$ cat config.mk
export PLATFORM = sky130hd
export DESIGN_NAME = filter_window_sequencer
export DESIGN_NICKNAME = d
export VERILOG_FILES = /design/src/rtl/filter_window_sequencer.sv
export SDC_FILE = /design/constraint.sdc
export NUM_CORES = 1
export LEC_CHECK = 0
export ABC_AREA = 1
export CAP_MARGIN = 30
export CORE_MARGIN = 3
export CORE_UTILIZATION = 40
export CTS_CLUSTER_SIZE = 20
export DETAILED_ROUTE_END_ITERATION = 10
export SLEW_MARGIN = 15
export SYNTH_ARGS = -nofsm -noshare
export SYNTH_HDL_FRONTEND = slang
export SYNTH_SLANG_ARGS = --single-unit
$ cat constraint.sdc
create_clock -name clk -period 5.3 [get_ports clk]
set_input_delay 1.06 -clock clk [delete_from_list [all_inputs] [get_ports clk]]
set_output_delay 1.06 -clock clk [all_outputs]
set_load 0.005 [all_outputs]
$ cat src/rtl/filter_window_sequencer.sv
// Walks a frame in raster order, gathers each pixel's 3x3 neighbourhood into a 108-bit
// window for an external filter, then writes the filter result back. Option: ZERO_BORDER_EN.
module filter_window_sequencer #(
    parameter int IMG_W      = 160,
    parameter int IMG_H      = 120,
    parameter int ADDR_W     = 15,
    parameter int FILTER_LAT = 4
) (
    input  logic              clk,
    input  logic              reset,
    input  logic              start,
    output logic              busy,
    output logic              done,
    output logic              rd_en,
    output logic [ADDR_W-1:0] rd_addr,
    input  logic [11:0]       rd_data,
    output logic [107:0]      color_data,
    input  logic [11:0]       filter_rgb_in,
    output logic              wr_en,
    output logic [ADDR_W-1:0] wr_addr,
    output logic [11:0]       wr_data
);
    typedef enum logic [2:0] {S_IDLE, S_FETCH, S_LAST, S_HOLD, S_WRITE, S_DONE} state_t;

    localparam int XW = $clog2(IMG_W);
    localparam int YW = $clog2(IMG_H);
    localparam int CW = (FILTER_LAT > 9) ? $clog2(FILTER_LAT) : 4;
    localparam logic [XW-1:0]     X_MAX  = XW'(IMG_W - 1);
    localparam logic [YW-1:0]     Y_MAX  = YW'(IMG_H - 1);
    localparam logic [ADDR_W-1:0] W_A    = ADDR_W'(IMG_W);
    localparam logic [CW-1:0]     K_LAST = CW'(8);
    localparam logic [CW-1:0]     H_LAST = CW'(FILTER_LAT - 1);

    state_t            state_q, state_d;
    logic [CW-1:0]     cnt_q, cnt_d;
    logic [XW-1:0]     x_q, x_d;
    logic [YW-1:0]     y_q, y_d;
    logic [ADDR_W-1:0] base_q, base_d;       // y*IMG_W, kept up to date by addition
    logic [107:0]      color_q;
    logic [11:0]       sh_q [0:7];
    logic [11:0]       cap_val;

    // Clamped neighbour rows/columns give edge replication for free.
    logic [XW-1:0]     col_l, col_r, col;
    logic [ADDR_W-1:0] row_u, row_d, row, nb_addr;

    always_comb begin
        col_l = (x_q == '0)    ? x_q    : x_q - 1'b1;
        col_r = (x_q == X_MAX) ? x_q    : x_q + 1'b1;
        row_u = (y_q == '0)    ? base_q : base_q - W_A;
        row_d = (y_q == Y_MAX) ? base_q : base_q + W_A;
        case (cnt_q)
            CW'(1):  begin row = base_q; col = col_l; end
            CW'(2):  begin row = base_q; col = col_r; end
            CW'(3):  begin row = row_u;  col = x_q;   end
            CW'(4):  begin row = row_d;  col = x_q;   end
            CW'(5):  begin row = row_u;  col = col_l; end
            CW'(6):  begin row = row_u;  col = col_r; end
            CW'(7):  begin row = row_d;  col = col_l; end
            CW'(8):  begin row = row_d;  col = col_r; end
            default: begin row = base_q; col = x_q;   end
        endcase
        nb_addr = row + ADDR_W'(col);
    end

`ifdef ZERO_BORDER_EN
    function automatic logic slot_oob(input logic [3:0] s, input logic l, r, u, d);
        case (s)
            4'd1:    return l;
            4'd2:    return r;
            4'd3:    return u;
            4'd4:    return d;
            4'd5:    return l | u;
            4'd6:    return r | u;
            4'd7:    return l | d;
            4'd8:    return r | d;
            default: return 1'b0;
        endcase
    endfunction

    logic [3:0] cap_slot;
    assign cap_slot = (state_q == S_LAST) ? 4'd8 : 4'(cnt_q - 1'b1);
    assign cap_val  = slot_oob(cap_slot, x_q == '0, x_q == X_MAX, y_q == '0, y_q == Y_MAX)
                      ? 12'h000 : rd_data;
`else
    assign cap_val = rd_data;
`endif

    // NOTE: sequential state uses non-blocking assignments so every register samples pre-edge values.
    always_ff @(posedge clk or posedge reset) begin
        if (reset) begin
            state_q <= S_IDLE;
            cnt_q   <= '0;
            x_q     <= '0;
            y_q     <= '0;
            base_q  <= '0;
        end else begin
            state_q <= state_d;
            cnt_q   <= cnt_d;
            x_q     <= x_d;
            y_q     <= y_d;
            base_q  <= base_d;
        end
    end

    // NOTE: every comb output gets a default first, so no path can infer a latch.
    always_comb begin
        state_d = state_q;
        cnt_d   = cnt_q;
        x_d     = x_q;
        y_d     = y_q;
        base_d  = base_q;
        case (state_q)
            S_IDLE: if (start) begin
                state_d = S_FETCH;
                cnt_d   = '0;
                x_d     = '0;
                y_d     = '0;
                base_d  = '0;
            end
            S_FETCH: begin
                cnt_d = cnt_q + 1'b1;
                if (cnt_q == K_LAST) state_d = S_LAST;
            end
            S_LAST: begin
                cnt_d   = '0;
                state_d = S_HOLD;
            end
            S_HOLD: begin
                cnt_d = cnt_q + 1'b1;
                if (cnt_q == H_LAST) begin
                    cnt_d   = '0;
                    state_d = S_WRITE;
                end
            end
            S_WRITE: begin
                cnt_d   = '0;
                state_d = S_FETCH;
                if (x_q == X_MAX) begin
                    x_d = '0;
                    if (y_q == Y_MAX) begin
                        state_d = S_DONE;
                    end else begin
                        y_d    = y_q + 1'b1;
                        base_d = base_q + W_A;
                    end
                end else begin
                    x_d = x_q + 1'b1;
                end
            end
            S_DONE:  state_d = S_IDLE;
            default: state_d = S_IDLE;
        endcase
    end

    always_comb begin
        busy    = (state_q != S_IDLE) && (state_q != S_DONE);
        done    = (state_q == S_DONE);
        rd_en   = 1'b0;
        rd_addr = '0;
        wr_en   = 1'b0;
        wr_addr = '0;
        wr_data = '0;
        if (state_q == S_FETCH) begin
            rd_en   = 1'b1;
            rd_addr = nb_addr;
        end
        if (state_q == S_WRITE) begin
            wr_en   = 1'b1;
            wr_addr = base_q + ADDR_W'(x_q);
            wr_data = filter_rgb_in;
        end
    end

    // NOTE: the staging slots are always overwritten before use, so they carry no reset.
    always_ff @(posedge clk) begin
        if (state_q == S_FETCH && cnt_q != '0) sh_q[3'(cnt_q - 1'b1)] <= cap_val;
    end

    // The bus only changes once all nine slots are in, so the filter never sees a partial window.
    always_ff @(posedge clk or posedge reset) begin
        if (reset)                  color_q <= '0;
        else if (state_q == S_LAST) color_q <= {sh_q[0], sh_q[1], sh_q[2], sh_q[3],
                                                sh_q[4], sh_q[5], sh_q[6], sh_q[7], cap_val};
    end

    assign color_data = color_q;
endmodule

Word level (Yosys, flattened, before mapping)
Memories as Yosys holds them, arrays and structs flattened. A register that Yosys moved wholly into a read port is not among the register bits.
Cells that the tools add are included.
Widths: inputs -> output; s select.

word-level totals
  flip-flop bits (word level) = 145
  bits in writable memories = 96
  output and inout port bits = 154
  word-level logic and storage cells = 88
  memories = 1

operators by class
  add/subtract/negate cells = 9
  equality and inequality tests = 21
  muxes and demuxes = 32
  reduce and logical (&&, ||, !) cells = 19

memories
  name  depth  bits a word  read ports  clocked after Yosys merged registers in  write ports  RTL line  source
  sh_q  8      12           8           8                                        1            40        logic [11:0] sh_q [0:7];

operator list
  cell                   count
  $mux 15                6
  $pmux 15 s2            2
  $mux 8                 4
  $pmux 8 s2             2
  $add 15x8->15          2
  $mux 7                 3
  $eq 4x3->1 const B     4
  $pmux 4 s4             1
  $add 15x8->15 const B  1
  $mux 3                 5
  $pmux 3 s5             1
  $sub 15x8->15 const B  1
  $pmux 7 s2             1
  $mux 12                1
  $reduce_or 3->1        4
  $ne 2x2->1 const B     5
  $add 8x1->8 const B    1
  $eq 4x2->1 const B     2
  $eq 8x8->1 const B     1
  $logic_not 8->1        1
  $mux 4                 2
  $reduce_bool 4->1      2
  $sub 8x1->8 const B    1
  $add 7x1->7 const B    1
  other kinds (19)       27

Logic depth before layout (Yosys ltp)
  depth after elaboration = 5
  gate-level depth with buffers = 25
  gate-level depth less buffers = 24

Worst setup path before layout
No wires, ideal clock.

  kind = reg2out
  start = reg cnt_q[0]
  end = out rd_addr[14]
  arrival = 2.952 ns
  data required time = 4.240 ns
  path slack = 1.288 ns
  cell stages (with the launch flop) = 25
  path through = dfrtp_1 -> inv_1 -> ha_1 -> nand2_2 -> nor2_4 -> a21oi_1 -> inv_1 -> nor2_1 -> inv_1 -> buf_2 -> o21ai_0 -> inv_1 -> ha_1 -> nand2_1 -> inv_1 -> nor2_1 -> nor2_1 -> nor2_1 -> inv_1 -> nand2_4 -> nor2_4 -> nand3_2 -> nand2_1 -> nand2_1 -> nor2_1

between the ends
  word-level cells in the longest chain between the ends = 5
  elaborated cells between the ends (all ways) = 16
  classes of those cells = add/sub (1); eq/ne (8); mux (3); reduce/logical (4)

RTL lines
  what                                              RTL line  source
  from (decl)                                       35        logic [CW-1:0] cnt_q, cnt_d;
  from (signal assigned)                            99        cnt_q <= cnt_d;
  $eq 4x4->1, or another cell as far along          52        case (cnt_q)
  $reduce_or 3->1 (no source line)                  n/a
  $pmux 15 s2 / $pmux 8 s2 (equally long branches)  52
  $add 15x8->15 *                                   63        nb_addr = row + ADDR_W'(col);
  $mux 15 *                                         164       if (state_q == S_FETCH) begin
  to (decl)                                         15        output logic [ADDR_W-1:0] rd_addr,

Every way passes the cells marked *; elsewhere a longest branch is shown, timed or not.

Worst setup path in the final report
  start = reg cnt_q[0]
  end = out rd_addr[10]

The elaborated chain is that of the path after synthesis.

==> out/qor.csv <==
stage,metric,value,unit
power,p_leak,5.49,nW
sta,slew_violations,0,
logic_synthesis,synth_area_leaders,"dfrtp_1 34%, edfxtp_1 28%, mux2_2 12%",
finish,syn_to_final_growth,30.1,%
sta,finalSetupTns,0,ns
routing,drtIter0Drc,493,
die,coreArea,0.0247,sq mm
global_routing,grt_pass1_vias,6832,
finish,finalCoreUtilization,53.9,%
die,ioPinCount,181,
setup_path,max_stage_delay,0.51,ns
sta,layout_worst_path_cycle_share,93.1,%
job,cap_violations,0,
sta,period_needed,4.94,ns
finish,layout_common_cells,"180 x clkdlybuf4s50_1, 139 x dfrtp_1, 108 x mux2_2",
routing,routed_via_density,5.00,
clock_network,clock-sinks,236,
logic_synthesis,synth_ff_type,dfrtp_1,
sta,finalHoldViolations,0,
clock_network,insertion_delay,0.52,ns
clock_network,cts_buffers,25,
logic_synthesis,netlist.area_leader.share,34.2,%
global_routing,grt_pass1_wl,38900,um
die,die_area,0.0276,sq mm
finish,nets,1105,
global_routing,grt_overflow,0,
routing,routed_wl,24600,um
placement,gp_congestion,0.896,
clock_network,clock_path_buffers,3,
setup_path,crit_family,buffers and inverters,
clock_network,htreeDepth,1,
power,powerDensity,560,mW/mm^2
power,power,7.47,mW
clock_network,cts_tree,yes,
placement,dpl_worst_slack,0.338,ns
power,ir_drop,0.287,mV
logic_synthesis,ys_warn_count,0,
logic_synthesis,synth_area_leader_cell,dfrtp_1,
setup_path,timing.critical_path.buf_inv,6,
worst_hold_path,hp-class,reg2reg,
setup_path,cpMostUsedCell,inv_1,
placement,dpl.hpwl,16900,um
logic_synthesis,netlist_area,0.0103,sq mm
finish,drive_gt1_share,20.2,%
routing,route.antenna.remaining_nets,0,
routing,drc,0,
setup_path,cp-start-kind,flop,
setup_path,worstSetupEndpointType,primary output,
sta,relSlewSlack,45.0,%
placement,port_buffers,180,
logic_synthesis,syn_inst,856,
outcome,outcome,"complete, no violations",
sta,final.setup.worst_slack,0.364,ns
global_routing,track_usage,17.4,%
sta,worstMarginPinSlew,0.826,ns
logic_synthesis,ys_seq_area_share,62.3,%
setup_path,path_class,reg2out,
die,start_util,41.4,%
routing,wl_per_cell,17.6,um
sta,clock.fmax,203,MHz
routing,vias,7010,
logic_synthesis,synthArstFlopShare,59.3,%
die,std_cell_rows,57,
setup_path,cp_max_fo,7,
sta,rsz0062_at_grt,no,
global_routing,grt_max_degree,86,
setup_path,critPathRequiredTime,4.24,ns
setup_path,cp_cell_sequence,"ha_1, inv_1, nand2_1, a21oi_2, nand2_2, inv_1, o311ai_1, ha_1, nand2_1, inv_1, nor2_2, nor2_1, nor2_1, inv_1, nand2_4, nor2_4, buf_4, o21ai_0, a21oi_1, clkdlybuf4s50_1",
logic_synthesis,synth-edff-count,96,
finish,final_common_cell,clkdlybuf4s50_1,
logic_synthesis,ys_ff_latch,236,
logic_synthesis,synthesis.nets,902,
finish,diodes,0,
setup_path,critPathSlowestCell,clkdlybuf4s50_1,
logic_synthesis,synthDistinctLibCells,41,
setup_path,arrival,3.88,ns
die,dieHeight,166,um
routing,first_pass_iters,5,
global_routing,antenna_found_initial,0,
clock_network,clk_transition_reported_paths,0.06,ns
logic_synthesis,avgSynthCellArea,12.0,sq um
die,die_w,166,um
sta,setup_viol,0,
sta,finalClockSkew,0.00880,ns
clock_network,clockRootBuffer,clkbuf_16,
setup_path,rrSetupSlack,2.82,ns
-- per-layer routing --
metal  routed length (um)  vias to the layer above  global-route usage, %  share of wire, %
met3                 1290                       27                   3.07               5.3
met4                  424                        0                   3.69               1.7
met2                11500                      204                   28.5                47
met5                    0                        -                      0                 0
met1                11400                     3427                   24.7                46
li1                     -                     3352                      -                 -
-- stage by stage --
step | hold slack, ns | cells | area (sq um)
floorplan | 0.455 | 856 | 10300
global placement | 0.457 | 1347 | 12400
detailed placement | 0.463 | 1352 | 12500
CTS | 0.473 | 1398 | 13300
global route | 0.481 | 1402 | 13300
finish | 0.472 | 1402 | 13300
-- registers in the layout, indices dropped and copies added (netlist names) --
| signal | flops |
|---|---|
| base_q | 10 |
| cnt_q | 4 |
| color_data | 108 |
| sh_q | 96 |
| state_q | 3 |
| x_q | 8 |
| y_q | 7 |
-- where the power goes --
part	internal (mW)	switching [mW]	total (mW)	leakage, nW
combinational	1.62	1.34	2.96	2.51
clock	0.988	0.705	1.69	0.399
sequential	2.51	0.312	2.82	2.58
-- cells in the mapped netlist (8+ instances only) --
| master | n |
|---|---|
| dfrtp_1 | 140 |
| mux2_2 | 108 |
| nand2_1 | 100 |
| edfxtp_1 | 96 |
| inv_1 | 83 |
| nor2_1 | 82 |
| o21ai_0 | 39 |
| nand3_1 | 35 |
| a21oi_1 | 29 |
| ha_1 | 19 |
| buf_2 | 14 |
| nor3_1 | 12 |
| xor2_1 | 12 |
| o22ai_1 | 11 |
| nand4_1 | 8 |
-- worst paths after layout --
path | from | endpoint | cells after the start
worst max-delay path | cnt_q[0]$_DFFE_PP0P_ | rd_addr[10] | 20
max in group asynchronous | reset | cnt_q[0]$_DFFE_PP0P_ | 3
worst min-delay path | sh_q[6][8]$_DFFE_PP_ | color_data[32]$_DFFE_PP0P_ | 1
min in group asynchronous | reset | color_data[94]$_DFFE_PP0P_ | 2
worst max register to register | state_q[1]$_DFFE_PP0P_ | base_q[14]$_DFFE_PP0P_ | 9
worst min register to register | sh_q[6][8]$_DFFE_PP_ | color_data[32]$_DFFE_PP0P_ | 1
-- cell families (layout without fill, tap and decap cells) --
| group | Yosys count | after routing | share of synthesized area (%) |
|---|---|---|---|
| xor gates and xnor gates | 14 | 14 | 1.20 |
| and+or+nand+nor | 273 | 273 | 12.7 |
| buffers and inverters | 112 | 334 | 4.52 |
| DFF | 236 | 236 | 62.3 |
| muxes | 108 | 108 | 11.9 |
| AOI/OAI and AO/OA | 94 | 94 | 5.17 |
| adders and majority gates | 19 | 19 | 2.32 |
-- area by class of cell --
class                   instances  area [sq um]
flip-flops and latches        236          6390
fillers                      2136         11400
clock inverters                 9          96.3
repair buffers                197          1940
inverters                      91           347
multi-input cells             508          3450
well taps                     324           405
clock buffers                  37           711
-- worst register-to-register path, delay by kind of cell, from the launching register on --
family                 cells  cell delay [ns]
AO/OA/AOI/OAI              2             0.41
flip-flops                 1             0.46
buffers and inverters      4             0.69
AND/OR/NAND/NOR            3             0.78
-- repair_timing --
action | in CTS | in global routing
hold buffers | 0 | 0
endpoints found under the setup margin | 6 | 7
pin swaps | 0 | 2
resized for setup | 2 | 12
buffers inserted | 0 | 4
(Power assumes the default switching activity.)
